==> src/rtl/mem_pkg.sv <==
`default_nettype none
// ============================================================================
// Module : mem_pkg
// Brief  : Shared types, constants and address helper for the dual-port memory.
// Rev    : 1.0  initial release
// ============================================================================
package mem_pkg;

   typedef enum logic [0:0] {
      CLEAR = 1'b0,
      RUN   = 1'b1
   } state_t;

   localparam int RDW_OLD = 0;
   localparam int RDW_NEW = 1;

   // (base + k) mod 2^addr_w
   function automatic longint unsigned wrap_add(
      input longint unsigned base,
      input longint unsigned k,
      input int unsigned     addr_w
   );
      longint unsigned mask;
      mask = (64'd1 << addr_w) - 64'd1;
      return (base + k) & mask;
   endfunction

endpackage
`default_nettype wire

==> src/rtl/mem_clear_fsm.sv <==
`default_nettype none
// ============================================================================
// Module : mem_clear_fsm
// Brief  : Post-reset clear sequencer; sweeps every address once, then RUN.
// Rev    : 1.0  initial release
// ============================================================================
module mem_clear_fsm
   import mem_pkg::*;
#(
   parameter int ADDR_W         = 8,
   parameter int CLEAR_ON_RESET = 1
) (
   input  logic              clk,
   input  logic              rst_n,
   output logic              ready,
   output logic              clr_we,
   output logic [ADDR_W-1:0] clr_addr
);

   localparam logic [ADDR_W-1:0] c_last_addr = '1;

   state_t            r_state;
   logic [ADDR_W-1:0] r_ptr;
   logic              r_ready;

   always_ff @(posedge clk or negedge rst_n) begin
      if (!rst_n) begin
         r_state <= (CLEAR_ON_RESET != 0) ? CLEAR : RUN;
         r_ptr   <= '0;
         r_ready <= 1'b0;
      end else begin
         case (r_state)
            CLEAR: begin
               r_ptr <= r_ptr + ADDR_W'(1);
               if (r_ptr == c_last_addr) begin
                  r_state <= RUN;
                  r_ready <= 1'b1;
               end
            end
            default: r_ready <= 1'b1;
         endcase
      end
   end

   assign ready    = r_ready;
   assign clr_we   = (r_state == CLEAR);
   assign clr_addr = r_ptr;

endmodule
`default_nettype wire

==> src/rtl/param_dual_port_memory.sv <==
`default_nettype none
// ============================================================================
// Module : param_dual_port_memory
// Brief  : Single array with write port, 1-cycle data read and multi-word fetch.
// Rev    : 1.0  initial release
// ============================================================================
module param_dual_port_memory
   import mem_pkg::*;
#(
   parameter int DATA_W         = 8,
   parameter int ADDR_W         = 8,
   parameter int FETCH_WORDS    = 2,
   parameter int RDW_MODE       = 0,
   parameter int CLEAR_ON_RESET = 1
) (
   input  logic                          clk,
   input  logic                          rst_n,
   output logic                          ready,
   input  logic                          we,
   input  logic [ADDR_W-1:0]             waddr,
   input  logic [DATA_W-1:0]             din,
   input  logic                          re,
   input  logic [ADDR_W-1:0]             raddr,
   output logic [DATA_W-1:0]             dout,
   output logic                          dout_valid,
   input  logic                          fe,
   input  logic [ADDR_W-1:0]             faddr,
   output logic [FETCH_WORDS*DATA_W-1:0] fins,
   output logic                          fins_valid
);

   localparam int c_depth = 1 << ADDR_W;

   logic [DATA_W-1:0]             r_mem [0:c_depth-1];
   logic [DATA_W-1:0]             r_dout;
   logic                          r_dout_valid;
   logic [FETCH_WORDS*DATA_W-1:0] r_fins;
   logic                          r_fins_valid;

   logic                          w_ready;
   logic                          w_clr_we;
   logic [ADDR_W-1:0]             w_clr_addr;
   logic                          w_ext_we;
   logic                          w_mem_we;
   logic [ADDR_W-1:0]             w_mem_addr;
   logic [DATA_W-1:0]             w_mem_din;
   logic [DATA_W-1:0]             w_rdata;
   logic [FETCH_WORDS*DATA_W-1:0] w_fdata;

   mem_clear_fsm #(
      .ADDR_W         (ADDR_W),
      .CLEAR_ON_RESET (CLEAR_ON_RESET)
   ) u_clear_fsm (
      .clk      (clk),
      .rst_n    (rst_n),
      .ready    (w_ready),
      .clr_we   (w_clr_we),
      .clr_addr (w_clr_addr)
   );

   // External requests are only honoured once the clear has finished.
   assign w_ext_we   = w_ready & we;
   assign w_mem_we   = w_ready ? we    : w_clr_we;
   assign w_mem_addr = w_ready ? waddr : w_clr_addr;
   assign w_mem_din  = w_ready ? din   : '0;

   always_ff @(posedge clk) begin
      if (w_mem_we) begin
         r_mem[w_mem_addr] <= w_mem_din;
      end
   end

   assign w_rdata = (RDW_MODE == RDW_NEW && w_ext_we && waddr == raddr) ? din : r_mem[raddr];

   genvar k;
   generate
      for (k = 0; k < FETCH_WORDS; k++) begin : g_fetch
         logic [ADDR_W-1:0] w_fa;
         assign w_fa = ADDR_W'(wrap_add(64'(faddr), 64'(k), ADDR_W));
         assign w_fdata[k*DATA_W +: DATA_W] =
            (RDW_MODE == RDW_NEW && w_ext_we && waddr == w_fa) ? din : r_mem[w_fa];
      end
   endgenerate

   always_ff @(posedge clk or negedge rst_n) begin
      if (!rst_n) begin
         r_dout       <= '0;
         r_dout_valid <= 1'b0;
         r_fins       <= '0;
         r_fins_valid <= 1'b0;
      end else begin
         r_dout_valid <= w_ready & re;
         r_fins_valid <= w_ready & fe;
         if (w_ready && re) begin
            r_dout <= w_rdata;
         end
         if (w_ready && fe) begin
            r_fins <= w_fdata;
         end
      end
   end

   assign ready      = w_ready;
   assign dout       = r_dout;
   assign dout_valid = r_dout_valid;
   assign fins       = r_fins;
   assign fins_valid = r_fins_valid;

endmodule
`default_nettype wire

==> config.mk <==
export PLATFORM = sky130hd
export DESIGN_NAME = param_dual_port_memory
export DESIGN_NICKNAME = d
export VERILOG_FILES = /design/src/rtl/mem_pkg.sv /design/src/rtl/mem_clear_fsm.sv /design/src/rtl/param_dual_port_memory.sv
export SDC_FILE = /design/constraint.sdc
export NUM_CORES = 2
export LEC_CHECK = 0
export CORE_UTILIZATION = 55
export CTS_CLUSTER_SIZE = 24
export DETAILED_ROUTE_END_ITERATION = 7
export PLACE_DENSITY = 0.8
export SYNTH_ARGS = -nofsm -noshare
export SYNTH_HDL_FRONTEND = slang
export SYNTH_SLANG_ARGS = --single-unit
==> constraint.sdc <==
create_clock -name clk -period 5.23 [get_ports clk]
set_input_delay 1.046 -clock clk [delete_from_list [all_inputs] [get_ports clk]]
set_output_delay 1.046 -clock clk [all_outputs]
set_load 0.005 [all_outputs]
-- Word level (Yosys, flattened, before mapping)
Memory sizes are Yosys's and may differ from the RTL's. A register that Yosys moved wholly into a read port is not among the register bits.
Index checks and enable logic that the tools add are counted.
- output and inout bits: 27
- register bits after elaboration: 12
- bits of input ports: 37
- memories kept: 1
- memory bits (writable): 2048
- logic and storage cells: 27
- memories (name ; depth ; bits a word ; read ports ; clocked after Yosys merged registers in ; write ports ; RTL line ; RTL):
    r_mem ; 256 ; 8 ; 3 ; 3 ; 1 ; param_dual_port_memory.sv:34 ; logic [DATA_W-1:0] r_mem [0:c_depth-1];
- bitwise logic cells: 3
- multiplexer cells: 9
- add/subtract/negate cells: 2
- eq/ne operators: 1
- reduce and logical (&&, ||, !) cells: 6
- operators with widths (operator ; count):
    8-bit by 1-bit adder with 8-bit output, second input constant ; 2
    8-bit 2-to-1 mux ; 2
    8-bit == test, second input constant ; 1
    1-bit 2-to-1 mux ; 7
    1-bit zero test ; 3
    1-bit AND ; 2
    1-bit logical AND ; 2
    2-bit nonzero test ; 1
    1-bit NOT ; 1

-- Longest topological paths before layout
- word-level depth: 4
- mapped depth: 14
- mapped depth without buffers: 8

-- Cells and area by module
From an unflattened synthesis, not the netlist that was laid out.
- cells, all modules: 5838
- area total of the unflattened synthesis: 113869.2 sq um
- modules (own cells, without submodules) (module ; cells each ; times used ; area each (sq um) ; sequential area each (sq um)):
    param_dual_port_memory ; 5806 ; 1 ; 113456.3 ; 62149.6
    mem_clear_fsm ; 32 ; 1 ; 412.9 ; 250.2

-- Least setup slack after synthesis
OpenSTA, ideal clock, no wires.
- path kind: register to register
- start point: register u_clear_fsm.r_ready (netlist: u_clear_fsm.ready)
- end point: memory r_mem[0][0] (data pin)
- cell stages (with the launch flop): 5
- data required time: 4.363 ns
- path buffers: 3
- setup slack: -0.054 ns
- library setup time: 0.867 ns
- period minus slack after synthesis: 5.284 ns
- arrival: 4.418 ns
- cell sequence: dfrtp_1 -> clkbuf_1 -> buf_1 -> clkbuf_1 -> and2_1
- longest elaborated chain between the ends: 1
- ends and longest elaborated chain (element ; RTL line ; RTL):
    start, declared ; mem_clear_fsm.sv:24 ; logic r_ready;
    start signal, assigned ; mem_clear_fsm.sv:30 ; r_ready <= 1'b0;
    start signal, assigned ; mem_clear_fsm.sv:37 ; r_ready <= 1'b1;
    start signal, assigned ; mem_clear_fsm.sv:40 ; default: r_ready <= 1'b1;
    8-bit 2-to-1 mux ; param_dual_port_memory.sv:65 ; assign w_mem_din = w_ready ? din : '0;
    via w_mem_din[0] ; param_dual_port_memory.sv:46 ; logic [DATA_W-1:0] w_mem_din;
    end, declared ; param_dual_port_memory.sv:34 ;
The timed path passes the listed nets, and every way through them passes these cells.

-- Worst setup path in the final report
- start point: input faddr[0]
- end point: register r_fins[15] (netlist: fins[15]) (read register of r_mem)
- longest elaborated chain between the ends: 1
- ends and longest elaborated chain (element ; RTL line ; RTL):
    start, declared ; param_dual_port_memory.sv:27 ; input logic [ADDR_W-1:0] faddr,
    8-bit by 1-bit adder with 8-bit output ; mem_pkg.sv:25 ; return (base + k) & mask;
    end, declared ; param_dual_port_memory.sv:37 ; logic [FETCH_WORDS*DATA_W-1:0] r_fins;
Every way passes these cells.
A chain may end at the register's enable or synchronous reset.

==> out/results.ini <==
[status]
outcome=complete, but fails checks
violations=design-rule violations

[die]
start_util_pct=55.40
fp.dieH_um=456.2
die_w_um=456.2
dieArea_mm2=0.2081
num_rows=166
coreArea_mm2=0.2048
io-pin-count=64

[power]
p_sw_mw=8.802
p_int_mw=27.54
total_power_mw=36.34
ir_worst_vdd_v=0.0003360
p_seq_share_pct=49.7
swShare_pct=24.22
p_leak_nw=33.16
clkPwrFrac_pct=42.6
power.density_mw_per_mm2=285.2
comb_power_share_pct=7.7

[placement]
hpwl_mm=293.9
gp_congestion=1.069
place_inst=8758
dpl_cell_area_mm2=0.1204
place_ws_ps=326.7
port_buffers=63

[grt]
grt_pass1_wl_mm=589.3
overflow=0
antenna_found_initial=45
gr-usage-all-layers_pct=41.12
grt_pass1_vias=72970
grt_max_degree=145

[cts]
cts_setup_buffers=0
cts_buffers=215
clock-sinks=2084
tritoncts=done
clockRootBuffer=clkbuf_16
ctsLongestPathBuffers=3
clk_latency_ps=930
cts_resized=0
cts_hold_buf=0
htreeDepth=4
clk_pin_slew_ps=60

[sta]
rsz0062_at_grt=no
max_freq_mhz=233.1
fin_ws_ps=939.4
finalSetupTns_ps=0
hold_viol=0
final_max_slew_viol_count=0
worst_slew_pin_slew_ps=1483
min_period_over_period_pct=82.04
period_minus_slack_ps=4291
skew_ps=82.33
relSlewSlack_pct=0.9014
setup_violations=0

[final_layout]
drive_gt1_share_pct=42.35
nFillCells=13720
area_delta_synth_final_pct=12.32
stdcell_count=9183
fin_area_mm2=0.1274
layout.nets=6327

[synth]
async_flop_share_pct=1.727
synth-edff-count=2048
synth.top_cells.by_count=2048 x edfxtp_1, 1746 x mux4_2, 342 x nand2_1
synth_area_leaders=edfxtp_1 54%, mux4_2 35%, mux2i_1 1.2%, nand2_1 1.1%, nor2_1 1.1%
synthFlopType=edfxtp_1
synth_seq_cells=2084
yosysWarnings=0
syn_nets=5996
synth.most_common_cell=edfxtp_1
ys_seq_area_share_pct=55.00
syn_inst=5957
avgSynthCellArea_um2=19.05
synth_cell_types=68
synth.cell_area_mm2=0.1135
yosysTopAreaCellShare_pct=54.21
synth_top_cell_by_area=edfxtp_1

[critical_path]
critPathKind=input pin to register
critical_path.max_fanout=44
worstPathArrival_ps=5030
crit_path_start_kind=input pin
crit_path_end_kind=register
required_ps=5970

[routing]
routed-via-count=76880
wl_per_cell_um=46.53
drt_pass1_iterations=8
drc_errors=11
wl_mm=427.3
drtAntennaViolNets=0
via_per_inst=8.372
drtIter0Drc=15980

[flow_run]
drv_cap=0

[worst_hold_path]
hold_path_class=input pin to async pin

==> area by class of cell <==
cell class | instances | area (µm²) | area share (%)
flip-flops and latches | 2084 | 62400 | 48.97
multi-input cells | 3300 | 48440 | 38.01
repair buffers | 667 | 6107 | 4.792
clock buffers | 253 | 5574 | 4.374
well taps | 2688 | 3363 | 2.639
clock inverters | 153 | 1420 | 1.114
inverters | 20 | 80.08 | 0.06284
diodes | 18 | 45.04 | 0.03535
==> metrics by stage <==
stage | util, % | hold WS [ps]
after detailed placement | 58.79 | 558.1
final | 62.23 | 285.9
after CTS | 62.20 | 243.8
after global placement | 58.79 | 544.5
after global routing | 62.21 | 295.0
after floorplan | - | 472.6
==> worst paths after layout <==
| path | start | endpoint | slack, ps | cells past startpoint |
|---|---|---|---|---|
| hold / removal | rst_n | fins[15]$_DFFE_PN0P_ | 290 | 2 |
| min in group clk | u_clear_fsm.clr_addr[3]$_DFFE_PN0N_ | u_clear_fsm.clr_addr[3]$_DFFE_PN0N_ | 570 | 1 |
| setup / recovery | faddr[0] | fins[15]$_DFFE_PN0P_ | 940 | 9 |
| hold reg to reg | u_clear_fsm.clr_addr[3]$_DFFE_PN0N_ | u_clear_fsm.clr_addr[3]$_DFFE_PN0N_ | 570 | 1 |
| setup reg to reg | u_clear_fsm.ready$_DFFE_PN0P_ | r_mem[173][0]$_DFFE_PP_ | 1070 | 5 |
| max in group asynchronous | rst_n | u_clear_fsm.ready$_DFFE_PN0P_ | 4420 | 2 |
==> power groups by stage <==
stage	Combinational [mW]	Clock, mW	Sequential (mW)
detailed placement	2.70	0	18.4
global route	2.82	16.0	18.0
global placement	2.68	0	18.4
floorplan	1.68	0	18.4
finish	2.80	15.5	18.0
CTS	2.70	15.4	18.1
==> cell usage in the layout, fill, tap and decap left out, types with 18 or more instances in the layout <==
cell / instances
a211oi_1: 19
a21oi_1: 47
a22oi_1: 98
a32oi_1: 20
buf_12: 74
buf_4: 531
clkbuf_1: 34
clkbuf_16: 216
clkdlybuf4s50_1: 51
clkinv_1: 46
clkinv_2: 58
dfrtp_1: 35
diode_2: 18
edfxtp_1: 2048
mux2_2: 18
mux2i_1: 135
mux4_2: 1746
nand2_1: 342
nand3_1: 143
nand4_1: 45
nor2_1: 318
nor3_1: 25
o2111ai_1: 19
o21ai_0: 35
o22ai_1: 44
==> per-layer routing <==
metal	GRT usage, %	routed length [µm]
met2	58.17	183600
met1	51.67	130800
met4	26.49	35710
met3	18.26	76450
met5	0.7577	653
==> critical path, cell delays in order <==
cell and delay (ps):
buf_16 200, ha_4 680, buf_12 310, buf_12 230, buf_4 210, mux4_2 370, mux4_2 570, a22oi_1 1040
o2111ai_1 230
==> cells by family (layout without fill, tap and decap cells) <==
logic type / count (synthesis) / count (layout) / share of synthesized area, %
mux: 1899 / 1899 / 36.03
buf+inv: 573 / 1093 / 2.411
xor+xnor: 18 / 18 / 0.1390
fa+ha+maj: 2 / 2 / 0.02205
flops: 2084 / 2084 / 55.00
compound gates: 420 / 420 / 2.713
other cells: 0 / 18 / 0
simple gates: 961 / 961 / 3.685
==> registers in the layout (all words and copies together), names as in the netlist <==
| register | flops |
|---|---|
| r_mem | 2048 |
| u_clear_fsm.ready | 1 |
| u_clear_fsm.clr_addr | 8 |
| u_clear_fsm.r_state | 1 |
| fins | 16 |
| fins_valid | 1 |
| dout | 8 |
| dout_valid | 1 |
(Power assumes the default switching activity.)
